--- config.mk ---
export PLATFORM = sky130hd
export DESIGN_NAME = uart_tx_arbiter
export DESIGN_NICKNAME = d
export VERILOG_FILES = /design/src/rtl/uart_tx_arbiter.sv
export SDC_FILE = /design/constraint.sdc
export NUM_CORES = 1
export LEC_CHECK = 0
export CAP_MARGIN = 15
export CORE_MARGIN = 2
export CORE_UTILIZATION = 43
export CTS_CLUSTER_DIAMETER = 150
export DETAILED_ROUTE_END_ITERATION = 12
export GPL_ROUTABILITY_DRIVEN = 0
export PLACE_DENSITY = 0.86
export SLEW_MARGIN = 25
export SYNTH_ARGS = -nofsm -noshare
export SYNTH_HDL_FRONTEND = slang
export SYNTH_SLANG_ARGS = --single-unit
--- constraint.sdc ---
create_clock -name clk -period 2.15 [get_ports clk]
set_input_delay 0.43 -clock clk [delete_from_list [all_inputs] [get_ports clk]]
set_output_delay 0.43 -clock clk [all_outputs]
set_load 0.05 [all_outputs]
--- src/rtl/uart_tx_arbiter.sv ---
// Round-robin arbiter sharing one uart_transmitter between two requesters.
// Loads byte/baud, strobes Tx_WR and tracks Tx_BUSY to completion or timeout.
`timescale 1ns/1ps
module uart_tx_arbiter #(
    parameter int BUSY_TIMEOUT = 16
) (
    input  logic       clk,
    input  logic       reset,
    input  logic       enable,
    input  logic       req0,
    input  logic       req1,
    input  logic [7:0] data0,
    input  logic [7:0] data1,
    input  logic [2:0] baud0,
    input  logic [2:0] baud1,
    output logic       ack0,
    output logic       ack1,
    output logic       done0,
    output logic       done1,
    output logic       timeout_err,
    output logic [7:0] Tx_DATA,
    output logic [2:0] baud_select,
    output logic       Tx_WR,
    output logic       Tx_EN,
    input  logic       Tx_BUSY
);

    typedef enum logic [2:0] {
        IDLE,
        SETUP,
        WRITE,
        WAIT_BUSY,
        WAIT_DONE
    } state_t;

    localparam logic [7:0] TMO_LAST = 8'(BUSY_TIMEOUT - 1);

    state_t     state_q, state_d;
    logic       last_q, last_d;
    logic [7:0] cnt_q, cnt_d;
    logic [7:0] data_q, data_d;
    logic [2:0] baud_q, baud_d;
    logic       wr_q, wr_d;
    logic       en_q;
    logic       ack0_q, ack0_d;
    logic       ack1_q, ack1_d;
    logic       done0_q, done0_d;
    logic       done1_q, done1_d;
    logic       to_q, to_d;
    logic       win;

    always_comb begin
        state_d = state_q;
        last_d  = last_q;
        cnt_d   = cnt_q;
        data_d  = data_q;
        baud_d  = baud_q;
        ack0_d  = 1'b0;
        ack1_d  = 1'b0;
        done0_d = 1'b0;
        done1_d = 1'b0;
        to_d    = 1'b0;
        win     = 1'b0;
        unique case (state_q)
            IDLE: begin
                if (enable && !Tx_BUSY && (req0 || req1)) begin
                    // Under contention the previous winner yields
                    win     = (req0 && req1) ? ~last_q : req1;
                    last_d  = win;
                    data_d  = win ? data1 : data0;
                    baud_d  = win ? baud1 : baud0;
                    ack0_d  = ~win;
                    ack1_d  = win;
                    state_d = SETUP;
                end
            end
            SETUP: state_d = WRITE;
            WRITE: begin
                cnt_d   = 8'd0;
                state_d = WAIT_BUSY;
            end
            WAIT_BUSY: begin
                if (Tx_BUSY) begin
                    state_d = WAIT_DONE;
                end else if (cnt_q == TMO_LAST) begin
                    to_d    = 1'b1;
                    state_d = IDLE;
                end else begin
                    cnt_d = cnt_q + 8'd1;
                end
            end
            WAIT_DONE: begin
                if (!Tx_BUSY) begin
                    done0_d = ~last_q;
                    done1_d = last_q;
                    state_d = IDLE;
                end
            end
            default: state_d = IDLE;
        endcase
        // Disable aborts silently; the grant history is kept
        if (!enable && state_q != IDLE) begin
            state_d = IDLE;
            done0_d = 1'b0;
            done1_d = 1'b0;
            to_d    = 1'b0;
        end
        wr_d = (state_d == WRITE);
    end

    always_ff @(posedge clk or negedge reset) begin
        if (!reset) begin
            state_q <= IDLE;
            last_q  <= 1'b1;
            cnt_q   <= 8'd0;
            data_q  <= 8'd0;
            baud_q  <= 3'd0;
            wr_q    <= 1'b0;
            en_q    <= 1'b0;
            ack0_q  <= 1'b0;
            ack1_q  <= 1'b0;
            done0_q <= 1'b0;
            done1_q <= 1'b0;
            to_q    <= 1'b0;
        end else begin
            state_q <= state_d;
            last_q  <= last_d;
            cnt_q   <= cnt_d;
            data_q  <= data_d;
            baud_q  <= baud_d;
            wr_q    <= wr_d;
            en_q    <= enable;
            ack0_q  <= ack0_d;
            ack1_q  <= ack1_d;
            done0_q <= done0_d;
            done1_q <= done1_d;
            to_q    <= to_d;
        end
    end

    assign ack0        = ack0_q;
    assign ack1        = ack1_q;
    assign done0       = done0_q;
    assign done1       = done1_q;
    assign timeout_err = to_q;
    assign Tx_DATA     = data_q;
    assign baud_select = baud_q;
    assign Tx_WR       = wr_q;
    assign Tx_EN       = en_q;

endmodule
==> flow_summary.json <==
{
  "status": "finished, final reports clean",
  "yosys_warnings": 0,
  "design_area_um2": 2010,
  "r2r-end": "Tx_WR",
  "cts_made_buffers": 5,
  "slew_headroom": 0.657,
  "syn-num-nets": 155,
  "overflow": 0,
  "skew_ns": 0.00881,
  "cp-start-kind": "primary input",
  "dp_hpwl_um": 2390,
  "synth-compound-area-share": 0.131,
  "cts.sink_count": 30,
  "cts_buffer_depth": 2,
  "start_util": 0.449,
  "yosys.area_share.simple": 0.193,
  "yosysSeqAreaShare": 0.553,
  "syn_inst": 126,
  "r2r_slack_ns": 0.25,
  "path_cells": "clkdlybuf4s50_1 > or3b_4 > or4_4 > a32oi_2 > nor4_1",
  "cp_num_buf_inv": 1,
  "diodes": 0,
  "setup_slack_ns": 0.163,
  "avgSynthCellArea_um2": 10.8,
  "syn-cell-area_um2": 1360,
  "clk_latency_ns": 0.33,
  "hold_class": "in2async",
  "dp_slack_ns": -0.174,
  "r2r-start": "cnt_q[4]",
  "worst_pin_slew_ns": 0.513,
  "area_growth_pct": 47.7,
  "grt_max_degree": 31,
  "io_buffers": 45,
  "cp.required_ns": 2.37,
  "grt_pass1_vias": 1222,
  "cts_setup_buffers": 0,
  "min_period_over_period": 0.924,
  "holdWs_ns": 0.476,
  "cts.htree.levels": 2,
  "clk_pin_slew_worst_paths_ns": 0.10,
  "die_y_um": 60.2,
  "dr.first_iter.drc_count": 35,
  "synthAdderAreaFrac": 0.00921,
  "setup_viol": 0,
  "synthMuxAreaShare": 0.0884,
  "dpl.cell_count": 219,
  "vias": 1238,
  "yosys.area.top_type": "dfrtp_1",
  "p_leak_nw": 0.870,
  "cts_root_buf": "clkbuf_4",
  "dieArea_um2": 3630,
  "antenna_found_initial": 0,
  "post-route-min-period_ns": 1.99,
  "dr_wl_met2_um": 1680,
  "critPathTopFamily": "simple AND/OR/NAND/NOR gates",
  "dr.max_layer_used": "met4",
  "hold_buffers": 0,
  "fmax_mhz": 503,
  "max_stage_delay_ns": 0.55,
  "synth-xor-area-share": 0.00645,
  "cp-end-kind": "flop",
  "path_max_fanout": 6,
  "synth_top_family_by_area": "simple AND/OR/NAND/NOR gates",
  "antenna_left": 0,
  "wl_met3_um": 338,
  "cts_resized": 0,
  "hold_violations": 0,
  "fillers": 218,
  "cts_tree": "built",
  "crit_slowest_cell": "clkdlybuf4s50_1",
  "grt_use_total": 0.206,
  "fp-row-count": 20,
  "die_width_um": 60.2,
  "fin_nets": 211,
  "drive_gt1_frac": 0.131,
  "rsz0062_at_grt": "false",
  "wl_per_cell_um": 14.2,
  "worstPathArrival_ns": 2.20,
  "synth_area_leaders": "dfrtp_1 (53%), mux2i_1 (8.8%), nor2_1 (5.2%), a21oi_1 (5.2%), dfstp_2 (1.9%)",
  "wl_met1_um": 1170,
  "finalMaxSlewViolations": 0,
  "fp.coreArea_um2": 3030,
  "io_pins": 46,
  "dr.pass1.iters": 4,
  "instances_no_fill": 227,
  "powerDensity_nw_per_um2": 1170,
  "wl_um": 3230,
  "ys_ff_latch": 30,
  "synth_top_area_share": 0.534,
  "synth_cell_type_count": 35,
  "place_area_um2": 1930,
  "routed_via_density": 5.45,
  "reg2regPathDepth": 4,
  "criticalPathCategory": "in2reg",
  "route.detailed.drc": 0,
  "grt_pass1_wl_um": 5440,
  "peakVddDrop_v": 0.000910,
  "max_cap_violations": 0
}
logic make-up (layout without fill, tap and decap cells):
group / after synthesis / after routing
flops: 30 / 30
mux: 12 / 12
xor+xnor: 1 / 1
simple gates: 48 / 48
fa+ha+maj: 1 / 1
compound gates: 28 / 28
buf+inv: 6 / 63
cell usage after synthesis:
cell and number:
buf_2 2, nor3_1 1, or3b_2 1, o21ai_2 1
dfstp_2 1, a32oi_2 1, o21ai_0 4, mux2i_1 12
ha_1 1, nor2_1 19, nand2b_1 1, a21oi_1 14
or3_1 1, o21bai_1 1, o211ai_1 1, nand2_1 6
nand4_1 2, clkbuf_1 2, inv_1 2, or4_4 1
dfrtp_1 29, o311a_1 1, nand3_1 3, and2_1 1
o31ai_1 3, or4_1 3, xor2_1 1, nor3b_1 1
a21boi_1 1, a21o_1 1, and4bb_2 1, and3_1 4
or3b_4 1, nor4_1 1, nor4_2 1
cells in the final DEF, fill, tap and decap left out, types with 2 or more instances in the layout:
cell type,synthesis,routed
and3_1,4,4
clkbuf_8,0,3
a21oi_1,14,14
o31ai_1,3,3
o21ai_0,4,4
mux2i_1,12,12
nand2_1,6,6
nand3_1,3,3
or4_1,3,3
buf_4,0,7
dfrtp_1,29,29
nor2_1,19,19
inv_1,2,2
nand4_1,2,2
clkbuf_4,0,5
clkdlybuf4s50_1,0,45
how the worst max path moves through the flow:
stage               start         end  slack [ns]  depth (start not counted)
2_1_floorplan  state_q[1]       Tx_WR        0.43                          4
3_3_place_gp       enable       Tx_WR       -0.12                          5
4_1_cts            enable       Tx_WR        0.18                          5
3_5_place_dp       enable       Tx_WR       -0.17                          5
6_report           enable       Tx_WR        0.16                          5
5_1_grt            enable  Tx_DATA[2]        0.09                          7
sequential cells by signal, summed over array words and instances, names as in the netlist:
name / count
last_q: 1
ack1: 1
Tx_WR: 1
timeout_err: 1
state_q: 3
cnt_q: 8
done0: 1
Tx_DATA: 8
ack0: 1
baud_select: 3
done1: 1
Tx_EN: 1
where the power goes:
part | total [mW] | internal, mW | switching, mW | leakage, nW
clock | 0.420 | 0.223 | 0.196 | 0.0446
sequential | 0.832 | 0.723 | 0.109 | 0.376
combinational | 1.09 | 0.407 | 0.685 | 0.450
metrics by stage:
| stage | power [mW] | setup TNS, ns | utilization |
|---|---|---|---|
| finish | 2.34 | 0 | 0.663 |
| global route | 2.46 | 0 | 0.663 |
| CTS | 2.36 | 0 | 0.663 |
| detailed placement | 1.94 | -1.69 | 0.637 |
| global placement | 1.90 | -1.17 | 0.637 |
| floorplan | 1.51 | 0 | - |
area by class of cell:
cell class              count  area, µm²  share of cell area
repair buffers             53        523               0.261
inverters                   2       7.51             0.00374
flip-flops and latches     30        752               0.375
multi-input cells          90        591               0.294
clock buffers               8       78.8              0.0393
well taps                  44       55.1              0.0274
layer usage:
metal | vias to the layer above | GRT usage
met5 | - | 0
met4 | 0 | 0.0825
met3 | 6 | 0.0844
met2 | 75 | 0.348
met1 | 588 | 0.230
li1 | 569 | -
No activity file was read; power rests on OpenSTA's default activity.
